===== src/rtl/imem_port_arbiter_if.sv =====
// imem_port_arbiter_if
// Bundles every handshake and memory-bus signal of the instruction memory
// arbiter. Only the clock and reset stay outside as plain ports.
//   fetch port : f_req_valid/ready/addr, f_flush, f_rsp_valid/rdata/err
//   debug port : d_req_valid/ready/we/addr/wdata, d_rsp_valid/rdata/err
//   memory port: mem_en/we/addr/wdata driven out, mem_rdata returned
// The slave modport is the arbiter's view. The master modport is the view of
// the surrounding requesters and memory.
interface imem_port_arbiter_if #(
    parameter int DEPTH = 256,
    parameter int AW    = $clog2(DEPTH)
);
    logic          f_req_valid;
    logic          f_req_ready;
    logic [31:0]   f_req_addr;
    logic          f_flush;
    logic          f_rsp_valid;
    logic [31:0]   f_rsp_rdata;
    logic          f_rsp_err;

    logic          d_req_valid;
    logic          d_req_ready;
    logic          d_req_we;
    logic [31:0]   d_req_addr;
    logic [31:0]   d_req_wdata;
    logic          d_rsp_valid;
    logic [31:0]   d_rsp_rdata;
    logic          d_rsp_err;

    logic          mem_en;
    logic          mem_we;
    logic [AW-1:0] mem_addr;
    logic [31:0]   mem_wdata;
    logic [31:0]   mem_rdata;

    modport slave (
        input  f_req_valid, f_req_addr, f_flush,
        input  d_req_valid, d_req_we, d_req_addr, d_req_wdata,
        input  mem_rdata,
        output f_req_ready, f_rsp_valid, f_rsp_rdata, f_rsp_err,
        output d_req_ready, d_rsp_valid, d_rsp_rdata, d_rsp_err,
        output mem_en, mem_we, mem_addr, mem_wdata
    );

    modport master (
        output f_req_valid, f_req_addr, f_flush,
        output d_req_valid, d_req_we, d_req_addr, d_req_wdata,
        output mem_rdata,
        input  f_req_ready, f_rsp_valid, f_rsp_rdata, f_rsp_err,
        input  d_req_ready, d_rsp_valid, d_rsp_rdata, d_rsp_err,
        input  mem_en, mem_we, mem_addr, mem_wdata
    );
endinterface


===== src/rtl/imem_port_arbiter.sv =====
// imem_port_arbiter
// Shares one single-port, synchronous-read instruction memory between the
// fetch port (read-only) and the debug/loader port (read/write). Arbitration
// is round-robin with at most one grant per cycle. Every response appears
// exactly one cycle after its grant. Misaligned or out-of-range accesses
// complete the handshake without touching memory and return err=1, rdata=0.
// Ports:
//   clk  - rising-edge clock
//   rst  - synchronous active-high reset
//   bus  - imem_port_arbiter_if.slave. This carries the fetch and debug
//          request/response channels, f_flush and the memory strobe/address/
//          data signals.
module imem_port_arbiter #(
    parameter int DEPTH = 256,
    parameter int AW    = $clog2(DEPTH)
) (
    input  logic                  clk,
    input  logic                  rst,
    imem_port_arbiter_if.slave    bus
);

    // Owner encoding shared by the round-robin pointer and the pending response
    localparam logic OWN_FETCH = 1'b0;
    localparam logic OWN_DEBUG = 1'b1;

    logic        last_q;
    logic        pend_valid_q;
    logic        pend_owner_q;
    logic        pend_err_q;
    logic        pend_write_q;

    logic        f_elig;
    logic        d_elig;
    logic        grant_f;
    logic        grant_d;
    logic        grant_any;
    logic [31:0] gnt_addr;
    logic        gnt_err;
    logic        gnt_write;

    logic        rsp_live;
    logic        f_live;
    logic        d_live;
    logic [31:0] rsp_data;

    // For a power-of-two depth, "word index >= DEPTH" reduces to any set bit
    // above the index field.
    function automatic logic addr_err(input logic [31:0] a);
        return (a[1:0] != 2'b00) | (a[31:AW+2] != '0);
    endfunction

    // Eligibility and grant. Reset blocks both grants, so both readies are low.
    // On a tie, the requester that did not win last time is granted.
    always_comb begin
        f_elig    = bus.f_req_valid & ~bus.f_flush & ~rst;
        d_elig    = bus.d_req_valid & ~rst;
        grant_f   = f_elig & (~d_elig | (last_q == OWN_DEBUG));
        grant_d   = d_elig & ~grant_f;
        grant_any = grant_f | grant_d;
        gnt_addr  = grant_d ? bus.d_req_addr : bus.f_req_addr;
        gnt_err   = grant_any & addr_err(gnt_addr);
        gnt_write = grant_d & bus.d_req_we;

        bus.f_req_ready = grant_f;
        bus.d_req_ready = grant_d;
    end

    // The memory is driven straight from the granted request. Error grants
    // still complete the handshake but leave the memory untouched.
    always_comb begin
        bus.mem_en    = 1'b0;
        bus.mem_we    = 1'b0;
        bus.mem_addr  = '0;
        bus.mem_wdata = '0;
        if (grant_any && !gnt_err) begin
            bus.mem_en    = 1'b1;
            bus.mem_we    = gnt_write;
            bus.mem_addr  = gnt_addr[AW+1:2];
            bus.mem_wdata = grant_d ? bus.d_req_wdata : 32'h0;
        end
    end

    // The round-robin pointer and pend_q record who owns next cycle's response.
    // The pointer resets to debug so that fetch wins the first tie.
    always_ff @(posedge clk) begin
        if (rst) begin
            last_q       <= OWN_DEBUG;
            pend_valid_q <= 1'b0;
            pend_owner_q <= OWN_FETCH;
            pend_err_q   <= 1'b0;
            pend_write_q <= 1'b0;
        end else begin
            if (grant_any) begin
                last_q <= grant_d ? OWN_DEBUG : OWN_FETCH;
            end
            pend_valid_q <= grant_any;
            pend_owner_q <= grant_d ? OWN_DEBUG : OWN_FETCH;
            pend_err_q   <= gnt_err;
            pend_write_q <= gnt_write;
        end
    end

    // Response routing. A response that falls due during reset is dropped.
    // A fetch response is also dropped while f_flush is high. Data is zero
    // unless a legal read produced it. An idle port shows all zeros.
    always_comb begin
        rsp_live = pend_valid_q & ~rst;
        f_live   = rsp_live & (pend_owner_q == OWN_FETCH) & ~bus.f_flush;
        d_live   = rsp_live & (pend_owner_q == OWN_DEBUG);
        rsp_data = (pend_err_q | pend_write_q) ? 32'h0 : bus.mem_rdata;

        bus.f_rsp_valid = f_live;
        bus.f_rsp_rdata = f_live ? rsp_data : 32'h0;
        bus.f_rsp_err   = f_live & pend_err_q;

        bus.d_rsp_valid = d_live;
        bus.d_rsp_rdata = d_live ? rsp_data : 32'h0;
        bus.d_rsp_err   = d_live & pend_err_q;
    end

endmodule


===== src/flat_wrapper.sv =====
// flat-port wrapper written by rule: the top's interface ports become plain ports
module imem_port_arbiter_flat 
#(
    parameter int DEPTH = 256,
    parameter int AW    = $clog2(DEPTH)
)
  (clk, rst, bus_f_req_valid, bus_f_req_addr, bus_f_flush, bus_d_req_valid, bus_d_req_we, bus_d_req_addr, bus_d_req_wdata, bus_mem_rdata, bus_f_req_ready, bus_f_rsp_valid, bus_f_rsp_rdata, bus_f_rsp_err, bus_d_req_ready, bus_d_rsp_valid, bus_d_rsp_rdata, bus_d_rsp_err, bus_mem_en, bus_mem_we, bus_mem_addr, bus_mem_wdata);
  imem_port_arbiter_if #(.DEPTH(DEPTH), .AW(AW)) bus_i ();
  input  logic clk;
  input  logic rst;
  input wire logic [$bits(bus_i.f_req_valid)-1:0] bus_f_req_valid;
  input wire logic [$bits(bus_i.f_req_addr)-1:0] bus_f_req_addr;
  input wire logic [$bits(bus_i.f_flush)-1:0] bus_f_flush;
  input wire logic [$bits(bus_i.d_req_valid)-1:0] bus_d_req_valid;
  input wire logic [$bits(bus_i.d_req_we)-1:0] bus_d_req_we;
  input wire logic [$bits(bus_i.d_req_addr)-1:0] bus_d_req_addr;
  input wire logic [$bits(bus_i.d_req_wdata)-1:0] bus_d_req_wdata;
  input wire logic [$bits(bus_i.mem_rdata)-1:0] bus_mem_rdata;
  output wire logic [$bits(bus_i.f_req_ready)-1:0] bus_f_req_ready;
  output wire logic [$bits(bus_i.f_rsp_valid)-1:0] bus_f_rsp_valid;
  output wire logic [$bits(bus_i.f_rsp_rdata)-1:0] bus_f_rsp_rdata;
  output wire logic [$bits(bus_i.f_rsp_err)-1:0] bus_f_rsp_err;
  output wire logic [$bits(bus_i.d_req_ready)-1:0] bus_d_req_ready;
  output wire logic [$bits(bus_i.d_rsp_valid)-1:0] bus_d_rsp_valid;
  output wire logic [$bits(bus_i.d_rsp_rdata)-1:0] bus_d_rsp_rdata;
  output wire logic [$bits(bus_i.d_rsp_err)-1:0] bus_d_rsp_err;
  output wire logic [$bits(bus_i.mem_en)-1:0] bus_mem_en;
  output wire logic [$bits(bus_i.mem_we)-1:0] bus_mem_we;
  output wire logic [$bits(bus_i.mem_addr)-1:0] bus_mem_addr;
  output wire logic [$bits(bus_i.mem_wdata)-1:0] bus_mem_wdata;
  assign bus_i.f_req_valid = bus_f_req_valid;
  assign bus_i.f_req_addr = bus_f_req_addr;
  assign bus_i.f_flush = bus_f_flush;
  assign bus_i.d_req_valid = bus_d_req_valid;
  assign bus_i.d_req_we = bus_d_req_we;
  assign bus_i.d_req_addr = bus_d_req_addr;
  assign bus_i.d_req_wdata = bus_d_req_wdata;
  assign bus_i.mem_rdata = bus_mem_rdata;
  assign bus_f_req_ready = bus_i.f_req_ready;
  assign bus_f_rsp_valid = bus_i.f_rsp_valid;
  assign bus_f_rsp_rdata = bus_i.f_rsp_rdata;
  assign bus_f_rsp_err = bus_i.f_rsp_err;
  assign bus_d_req_ready = bus_i.d_req_ready;
  assign bus_d_rsp_valid = bus_i.d_rsp_valid;
  assign bus_d_rsp_rdata = bus_i.d_rsp_rdata;
  assign bus_d_rsp_err = bus_i.d_rsp_err;
  assign bus_mem_en = bus_i.mem_en;
  assign bus_mem_we = bus_i.mem_we;
  assign bus_mem_addr = bus_i.mem_addr;
  assign bus_mem_wdata = bus_i.mem_wdata;
  imem_port_arbiter #(.DEPTH(DEPTH), .AW(AW)) u_core (.clk(clk), .rst(rst), .bus(bus_i));
endmodule

===== config.mk =====
export PLATFORM = sky130hd
export DESIGN_NAME = imem_port_arbiter_flat
export DESIGN_NICKNAME = d
export VERILOG_FILES = /design/src/rtl/imem_port_arbiter_if.sv /design/src/rtl/imem_port_arbiter.sv /design/src/flat_wrapper.sv
export SDC_FILE = /design/constraint.sdc
export NUM_CORES = 1
export LEC_CHECK = 0
export ABC_AREA = 1
export BUFFER_PORTS_ARGS = -buffer_cell sky130_fd_sc_hd__buf_2
export CAP_MARGIN = 25
export CELL_PAD_IN_SITES_DETAIL_PLACEMENT = 1
export CELL_PAD_IN_SITES_GLOBAL_PLACEMENT = 2
export CORE_ASPECT_RATIO = 1.5
export CORE_MARGIN = 2
export CORE_UTILIZATION = 10
export DETAILED_ROUTE_END_ITERATION = 7
export GPL_ROUTABILITY_DRIVEN = 0
export PLACE_DENSITY_LB_ADDON = 0.1
export REMOVE_ABC_BUFFERS = 1
export SETUP_SLACK_MARGIN = 0.3
export SYNTH_ARGS = -nofsm -noshare
export SYNTH_HDL_FRONTEND = slang
export SYNTH_SLANG_ARGS = --single-unit

===== constraint.sdc =====
create_clock -name clk -period 1.1 [get_ports clk]
set_input_delay 0.11 -clock clk [delete_from_list [all_inputs] [get_ports clk]]
set_output_delay 0.11 -clock clk [all_outputs]
set_load 0.02 [all_outputs]

Word level (Yosys, flattened, before mapping)
Index checks and enable logic that the tools add are counted.

word-level totals
  bits of input ports = 134
  output and inout port bits = 112
  logic and storage cells = 41
  register bits after elaboration = 5

operators by class
  reductions and logical operators = 4
  multiplexer cells = 10
  bitwise gates (word level) = 22

operators by type and width
  cell                 count
  32-bit 2-to-1 mux    6
  22-bit nonzero test  1
  1-bit AND            13
  8-bit 2-to-1 mux     1
  1-bit NOT            5
  1-bit OR             4
  1-bit 2-to-1 mux     3
  2-bit nonzero test   1
  1-bit logical AND    1
  1-bit zero test      1

Longest topological paths before layout
  word-level depth = 14
  mapped depth = 10
  depth with buffers taken out = 10

Worst setup path after synthesis
Ideal clock, no wire load.

  path kind = reg-to-output
  start point = register u_core.pend_valid_q
  end point = output port bus_f_rsp_rdata[22]
  path slack = -0.501 ns
  data arrival time = 1.491 ns
  data required time = 0.990 ns
  cell stages (with the launch flop) = 6
  cell sequence = dfxtp_1 > nand2_1 > nor3_2 > inv_2 > clkbuf_1 > nor3_1

on the way
  cells in the longest elaborated chain, start to end = 4

RTL lines
  element                    RTL line                  RTL
  start: declaration         imem_port_arbiter.sv:27   logic pend_valid_q;
  start signal: assignment   imem_port_arbiter.sv:96   pend_valid_q <= grant_any;
  1-bit AND                  imem_port_arbiter.sv:107  rsp_live = pend_valid_q & ~rst;
  1-bit AND (2 in series)    imem_port_arbiter.sv:108  f_live = rsp_live & (pend_owner_q == OWN_FETCH) & ~bus.f_flush;
  named net bus_f_rsp_valid  flat_wrapper.sv:20        output wire logic [$bits(bus_i.f_rsp_valid)-1:0] bus_f_rsp_valid;
  32-bit 2-to-1 mux          imem_port_arbiter.sv:113  bus.f_rsp_rdata = f_live ? rsp_data : 32'h0;
  end: declaration           flat_wrapper.sv:21        output wire logic [$bits(bus_i.f_rsp_rdata)-1:0] bus_f_rsp_rdata;

The timed path passes the listed nets, and every way through them passes these cells.

Final worst setup path
  start point = register u_core.last_q
  end point = output port bus_mem_wdata[18]

on the way
  cells in the longest elaborated chain, start to end = 11

RTL lines
  element                                                    RTL line                 RTL
  start: declaration                                         imem_port_arbiter.sv:26  logic last_q;
  start signal: assignment                                   imem_port_arbiter.sv:94  last_q <= grant_d ? OWN_DEBUG : OWN_FETCH;
  1-bit OR *                                                 imem_port_arbiter.sv:57  grant_f = f_elig & (~d_elig | (last_q == OWN_DEBUG));
  1-bit AND *                                                imem_port_arbiter.sv:57
  1-bit NOT                                                  imem_port_arbiter.sv:58  grant_d = d_elig & ~grant_f;
  1-bit AND                                                  imem_port_arbiter.sv:58
  32-bit 2-to-1 mux                                          imem_port_arbiter.sv:60  gnt_addr = grant_d ? bus.d_req_addr : bus.f_req_addr;
  22-bit nonzero test or 2-bit nonzero test (tied branches)  imem_port_arbiter.sv:49  return (a[1:0] != 2'b00) | (a[31:AW+2] != '0);
  1-bit OR                                                   imem_port_arbiter.sv:49
  1-bit AND                                                  imem_port_arbiter.sv:61  gnt_err = grant_any & addr_err(gnt_addr);
  1-bit zero test                                            imem_port_arbiter.sv:75  if (grant_any && !gnt_err) begin
  1-bit logical AND                                          imem_port_arbiter.sv:75
  32-bit 2-to-1 mux *                                        imem_port_arbiter.sv:75
  end: declaration                                           flat_wrapper.sv:30       output wire logic [$bits(bus_i.mem_wdata)-1:0] bus_mem_wdata;

Every way passes the cells marked *; elsewhere a longest branch is shown, timed or not.

==> results by group <==
Run status
  – Status: finished with violations
  – Failing checks: negative setup slack

Drt
  – WL per Instance: 17.2 µm
  – Initial DRT Pass Iterations: 4
  – Vias: 3166
  – Vias per cell: 4.01
  – DRT antenna net count: 0
  – DRC Markers: 0
  – Routed WL: 13.6 mm
  – 1st-iter DRT viols: 78

Finish
  – # nets final: 725
  – Most common cell after layout, fill and taps aside: buf_2
  – Fin util: 34.7%
  – Non-filler cells in the finished layout: 789
  – Most frequent cells in the layout: 144 x buf_2, 91 x buf_6, 68 x nand2_1
  – Fraction of layout cells with a size suffix above 1: 71.9%
  – Area growth syn-to-layout: 242%
  – N_diodes: 0

Logic synthesis
  – Yosys top cell area share: 21.0%
  – Synth area leader: nor3_1
  – Seq/Total Area, Yosys: 6.56%
  – Avg Cell Area, Syn: 5.03 µm²
  – Ys Warns: 0
  – Count of cell types in the netlist: 23
  – Post-Syn Instances: 303
  – Syn Std Cell Area: 1530 µm²
  – Synthesized flop and latch total: 5
  – Top post-synthesis cells by area: nor3_1 21%, nand2_1 17%, nor2_1 14%, inv_1 11%, nor2_2 8.2%

Global route
  – GRT met1 Usage: 12.2%
  – Met3 usage: 2.68%
  – First-pass GRT wire length: 17.9 mm
  – Initial antenna violation count: 0
  – GRT overflow: 0
  – Grt met2 use: 31.6%
  – GRT Overall Usage: 14.0%
  – Largest net degree at the start of global routing: 29
  – Top Usage Layer GRT: met2
  – Vias in the first global route: 3281

Floorplanning
  – Initial Util: 10.2%
  – Die ar.: 16300 µm²
  – Die X: 105 µm
  – Core area: 15000 µm²
  – Standard-cell row count: 55
  – # IOs: 246
  – Die Span Y: 155 µm

Timing
  – Final Hold Fails: 0
  – Setup_tns: -58.82 ns
  – Fmax: 583 MHz
  – RSZ-0062 raised after global routing: true
  – Post-layout min period: 1.71 ns
  – Max-slew violations: 0
  – Final setup margin: -0.615 ns
  – Clk_skew: 0.00103 ns
  – Slew headroom: 76.7%
  – Hold slack final: 0.210 ns
  – Tightest Pin Transition: 0.350 ns
  – Final setup vio count: 116
  – Final period util: 156%

Critical path
  – CP Capture Type: output port
  – Crit Path Max Fanout: 8
  – WP data arrival: 1.60 ns
  – Critical Path RT: 0.99 ns
  – Startpoint types: register
  – CP Class: reg2out

Clock network
  – Reg clk slew, reported paths: 0.03 ns
  – Clock root buffer: clkbuf_16
  – Clock tree buffer depth: 2
  – Hold_buf cts: 0
  – Skew-Pair Late Insertion Delay: 0.23 ns
  – Cts bufs inserted: 3
  – CTS tree: built
  – CTS HTree Levels: 1
  – Clk sinks: 5

Placement
  – IO buf count: 245
  – DP Wirelength: 7.74 mm
  – Pre-CTS setup slack: -0.476 ns
  – Cell Count Post-Placement: 742

Min path
  – Hold/Removal Path Class: in2reg

Job
  – Max Cap Violations: 0

Power
  – Peak VDD IR: 0.000329 V
  – Power per cell area: 462 nW/µm²
  – LEAKAGE: 2.53 nW
[per-layer routing]
layer,wire (µm),part of all wire [%],up-vias
met5,0,0,-
met1,3800,28,1446
met3,908,6.7,25
met4,498,3.7,0
li1,-,-,1511
met2,8400,62,184
[flip-flops by register name, summed over array words and instances (netlist names)]
name	flops
u_core.pend_err_q	1
u_core.pend_owner_q	1
u_core.last_q	1
u_core.pend_write_q	1
u_core.pend_valid_q	1
[layout make-up]
class	instances	area, µm²
sequential	5	108
clock buffer	4	78.8
tap	199	249
timing repair buffer	299	2620
inverter	51	204
fill	1796	9790
multi-input combinational	231	1950
[cells in the mapped netlist, drive strengths merged]
cell     n
o21ai    1
nand2   75
clkbuf  10
nor3    65
buf     10
nor2    80
nand3    4
or2      1
inv     51
a21boi   1
dfxtp    5
[logic make-up after synthesis]
kind of cell | after synthesis | share of synthesized area [%]
and+or+nand+nor | 225 | 71.5
buffers and inverters | 71 | 20.4
DFF | 5 | 6.56
AOI/OAI and AO/OA | 2 | 1.56
[power breakdown]
part | total, mW | internal, mW | switching (mW) | leakage (nW)
Clock | 0.603 | 0.481 | 0.123 | 0.0382
Combinational | 1.60 | 0.707 | 0.890 | 2.45
Sequential | 0.207 | 0.197 | 0.0102 | 0.0423
Total | 2.41 | 1.38 | 1.02 | 2.53
[timing repair]
item / CTS / global route
pin swaps: 7 / 45
cloned: 14 / 7
endpoints found under the setup margin: 117 / 117
setup buffers: 12 / 10
resized for setup: 203 / 160
[through the flow]
step                      power (mW)  area, µm²
after floorplan                0.609       1410
after detailed placement        1.06       3060
final                           2.41       5210
after global placement          1.05       3060
after CTS                       2.10       4270
after global routing            2.53       5210
[worst max-delay path: stages (launching register included)]
cell     delay (ns)
dfxtp_2        0.33
o21ai_4        0.20
nor2_8         0.07
nor2_8         0.13
buf_6          0.13
nand2_8        0.11
nand2_4        0.19
nor2_1         0.05
buf_2          0.16
[worst paths after layout]
kind	slack [ns]	depth (start not counted)	to	start
setup / recovery	-0.61	8	bus_mem_wdata[18]	u_core.last_q
hold reg to reg	0.54	2	u_core.last_q	u_core.last_q
setup reg to reg	-0.23	6	u_core.pend_err_q	u_core.last_q
hold / removal	0.21	4	u_core.pend_write_q	bus_d_req_we
Power figures use the tool's default switching activity.
